File: config.mk
export PLATFORM = sky130hd
export DESIGN_NAME = pc_fetch_unit
export DESIGN_NICKNAME = d
export VERILOG_FILES = /design/src/rtl/pc_fetch_unit.sv
export SDC_FILE = /design/constraint.sdc
export NUM_CORES = 1
export LEC_CHECK = 0
export BUFFER_PORTS_ARGS = -buffer_cell sky130_fd_sc_hd__clkbuf_2
export CORE_AREA = 2 2 114 116
export DETAILED_ROUTE_END_ITERATION = 12
export DIE_AREA = 0 0 116 118
export PLACE_DENSITY = 0.84
export SLEW_MARGIN = 40
export SYNTH_ARGS = -nofsm -noshare
export SYNTH_HDL_FRONTEND = slang
export SYNTH_SLANG_ARGS = --single-unit
export TNS_END_PERCENT = 20
File: constraint.sdc
create_clock -name clk -period 4.85 [get_ports clk]
set_input_delay 0.7275 -clock clk [delete_from_list [all_inputs] [get_ports clk]]
set_output_delay 0.7275 -clock clk [all_outputs]
set_load 0.02 [all_outputs]
File: src/rtl/pc_fetch_unit.sv
// pc_fetch_unit: PC register and single-outstanding instruction-fetch sequencer.
// Optional FETCH_PERF_CNT_EN adds saturating fetch_cnt/drop_cnt outputs.
module pc_fetch_unit #(
  parameter logic [31:0] RESET_PC = 32'h0000_0000,
  parameter logic [31:0] PC_STEP  = 32'd4
) (
  input  logic        clk,
  input  logic        rst_n,
  input  logic [31:0] next_pc,
  input  logic        redirect,
  input  logic        stall,
  output logic        imem_req,
  output logic [31:0] imem_addr,
  input  logic        imem_ack,
  input  logic [31:0] imem_rdata,
  output logic [31:0] pc,
  output logic [31:0] pc_plus4,
  output logic [31:0] instr,
  output logic        instr_valid,
  output logic [31:0] instr_pc
`ifdef FETCH_PERF_CNT_EN
  ,
  output logic [31:0] fetch_cnt,
  output logic [31:0] drop_cnt
`endif
);
  typedef enum logic [1:0] {IDLE, REQ, DROP} state_t;
  state_t      state;
  logic [31:0] redir_pc;
  assign pc_plus4  = pc + PC_STEP;
  assign imem_req  = state != IDLE;
  // pc only moves on ack or in IDLE, so it still holds the outstanding address in DROP
  assign imem_addr = pc;
  always_ff @(posedge clk or negedge rst_n) begin
    if (!rst_n) begin
      state       <= IDLE;
      pc          <= RESET_PC;
      redir_pc    <= 32'h0;
      instr       <= 32'h0;
      instr_valid <= 1'b0;
      instr_pc    <= 32'h0;
    end else begin
      instr_valid <= 1'b0;
      case (state)
        IDLE: begin
          if (redirect) pc <= next_pc;
          state <= stall ? IDLE : REQ;
        end
        REQ: begin
          if (imem_ack) begin
            if (!redirect) begin
              instr       <= imem_rdata;
              instr_pc    <= pc;
              instr_valid <= 1'b1;
            end
            pc    <= next_pc;
            state <= stall ? IDLE : REQ;
          end else if (redirect) begin
            redir_pc <= next_pc;
            state    <= DROP;
          end
        end
        DROP: begin
          if (imem_ack) begin
            pc    <= redirect ? next_pc : redir_pc;
            state <= stall ? IDLE : REQ;
          end else if (redirect) begin
            redir_pc <= next_pc;
          end
        end
        default: state <= IDLE;
      endcase
    end
  end
`ifdef FETCH_PERF_CNT_EN
  logic drop_ev;
  assign drop_ev = imem_ack && ((state == REQ && redirect) || state == DROP);
  always_ff @(posedge clk or negedge rst_n) begin
    if (!rst_n) begin
      fetch_cnt <= 32'h0;
      drop_cnt  <= 32'h0;
    end else begin
      if (instr_valid && fetch_cnt != 32'hFFFF_FFFF) fetch_cnt <= fetch_cnt + 32'd1;
      if (drop_ev && drop_cnt != 32'hFFFF_FFFF) drop_cnt <= drop_cnt + 32'd1;
    end
  end
`endif
endmodule

==> results.md <==
* Commonest non-fill, non-tap cell in the layout: clkbuf_2
* Via/cell ratio at 5.10
* Die Ht at 118 µm
* CP startpoint kind: flip-flop
* Most frequent cells in the layout: clkbuf_2, dfrtp_1, mux2_2
* PwrDens at 748 nW/µm²
* Antenna violations before repair at 0
* Syn nets at 559
* Detailed-route via count at 4,425
* Sequential cell area at 3280 µm²
* CP Max Fanout at 8
* Worst Hold Class: in2async
* Status: finished clean
* Post-synth ARST share at 100%
* CTS tree: built
* WL final at 14.2 mm
* Row Count at 41
* Overall Power at 5.77 mW
* Routed Antenna Nets at 0
* Layout cell share with drive strength beyond 1 at 52.8%
* Multi-input gate area at 2410 µm²
* Buffer and inverter count on the worst path at 1
* Setup TNS at 0 ns
* Core area at 12,400 µm²
* Clock Root Buffer: clkbuf_16
* Hold_ws at 0.315 ns
* RSZ-0062 raised after global routing: no
* Synth warnings at 0
* Die width at 116 µm
* CP Capture Type: output port
* Clock slew at reported path FFs at 0.06 ns
* Delay-heaviest family, CP: simple AND/OR/NAND/NOR gates
* First-pass GRT wire length at 22.8 mm
* Critical Path, Cell by Cell: ha_1 -> nand3_1 -> nor4_4 -> nand3_1 -> xnor2_1 -> clkbuf_2
* Setup-failing EPs final at 0
* CTS Buffer Depth at 2
* Die ar. at 13,700 µm²
* GPL Wtd Cong at 0.836
* Most used cell, CP: nand3_1
* Number of max-cap violations at 0
* # diodes at 0
* Final worst slack at 1.63 ns
* GRT Util Overall at 21.3%
* Post-CTS setup buffer count at 0
* Netlist cell types at 32
* Critical path class: reg2out
* Maximum VDD drop at 0.358 mV
* Hold Buf Count CTS at 0
* Avg Inst Size Synth at 12.5 µm²
* Final Hold Fails at 0
* Gr ovfl total at 0
* Top FF cell, synth: dfrtp_1
* Clock Latency Late Sink at 0.41 ns
* Min Tclk post-route at 3.22 ns
* Initial Utilization at 48.9%
* Drt first pass iters at 4
* Final Skew at 0.00880 ns
* Slew headroom at 52.1%
* Crit path DAT at 2.50 ns
* Vias in the first global route at 4,472
* CTS buffer count at 17
* Post-Syn Area at 6070 µm²
* Largest net degree at the start of global routing at 47
* Number of H-tree levels at 4
* Setup crit start: imem_addr[2]
* CP max stage cell: nor4_4
* Post-layout nets at 756
* Place WS at 2.05 ns
* Post-cts sizing count at 0
* Hpwl dp at 10.3 mm
* Final period utilization at 66.4%
* Clock Sinks at 131
* Initial DRC Count at 166
* Cell Area, Placed at 7120 µm²
* Remaining DRCs at 0
* Reg2reg start: state[1]
* Area delta synth->final at 27.1%
* Slew Limit Fails at 0
* Filler cells at 1,031
* Critical Path RT at 4.12 ns
* Worst slew pin tran at 0.716 ns
* LEAKAGE at 3.90 nW
* Input/output buffers at 230
* Number of synthesized flops with an enable pin at 0
* Ports at 231
* Fin area at 7720 µm²
* Crit path largest cell delay at 0.54 ns
* Post-synthesis register bit count at 131
* WL per Instance at 16.3 µm
* Max Freq at 310 MHz
* Synth Instances at 485
* Register area share after synthesis at 54.0%
==> per-stage QoR <==
stage          utilization [%]  cells
6_report                  62.2    867
5_1_grt                   62.2    867
4_1_cts                   62.1    866
3_5_place_dp              57.4    834
3_3_place_gp              57.3    834
2_1_floorplan                -    485
==> cell usage after synthesis (all sizes together), types with 3 or more instances <==
cell type	number	share of area [%]
nor2	37	2.3
mux2	95	18
dfrtp	131	54
nor3	4	0.33
buf	53	5.7
ha	5	1.0
nand4	11	1.6
a21oi	33	2.7
and4	3	0.43
o21ai	3	0.25
clkbuf	5	0.33
nand2	11	0.68
nand3	13	1.1
inv	6	0.37
mux2i	32	5.3
and3	4	0.43
xnor2	19	2.7
xor2	9	1.3
nor4	4	0.91
==> worst reg2reg max path, stage by stage, from the launching register on <==
cell	delay [ns]
dfrtp_1	0.39
inv_1	0.09
ha_1	0.22
nor2b_1	0.18
nand2_2	0.43
buf_4	0.59
mux2_2	0.43
==> registers in the layout, summed over array words and instances (netlist names) <==
signal       flops
redir_pc        32
instr_valid      1
state            2
instr           32
imem_addr       32
instr_pc        32
==> kinds of logic after synthesis <==
kind of cell               synth area share, %
adders and majority gates                 1.03
xor gates and xnor gates                  4.04
and+or+nand+nor                           8.25
DFF                                       54.0
buffers and inverters                     6.37
AOI/OAI and AO/OA                         3.40
muxes                                     22.9
==> final timing paths <==
| kind | cells past startpoint | endpoint | slack, ns |
|---|---|---|---|
| worst min register to register | 1 | redir_pc[24] | 0.50 |
| worst max register to register | 6 | instr_pc[23] | 2.39 |
| min in group clk | 1 | redir_pc[24] | 0.50 |
| max in group asynchronous | 2 | redir_pc[18] | 3.53 |
| worst max-delay path | 6 | pc_plus4[28] | 1.63 |
| worst min-delay path | 1 | instr[19] | 0.32 |
==> metal layers <==
metal	wire length [µm]	vias up	track usage (%)
li1	-	2055	-
met1	5700	2197	26.2
met2	7510	153	36.7
met3	709	20	4.43
met4	260	0	7.96
met5	0	-	0
==> final cells by class <==
class,instances,area share (%)
clock buffers,24,6.24
clock inverters,8,1.31
inverters,6,0.292
multi-input cells,290,31.3
flip-flops and latches,131,42.5
well taps,172,2.79
repair buffers,236,15.6
==> where the power goes <==
| part | internal (mW) | total (mW) | switching (mW) |
|---|---|---|---|
| logic | 0.944 | 2.43 | 1.49 |
| clock network | 0.796 | 1.24 | 0.448 |
| registers | 1.62 | 2.09 | 0.472 |
Note: power is estimated with default switching activity, not from simulation.
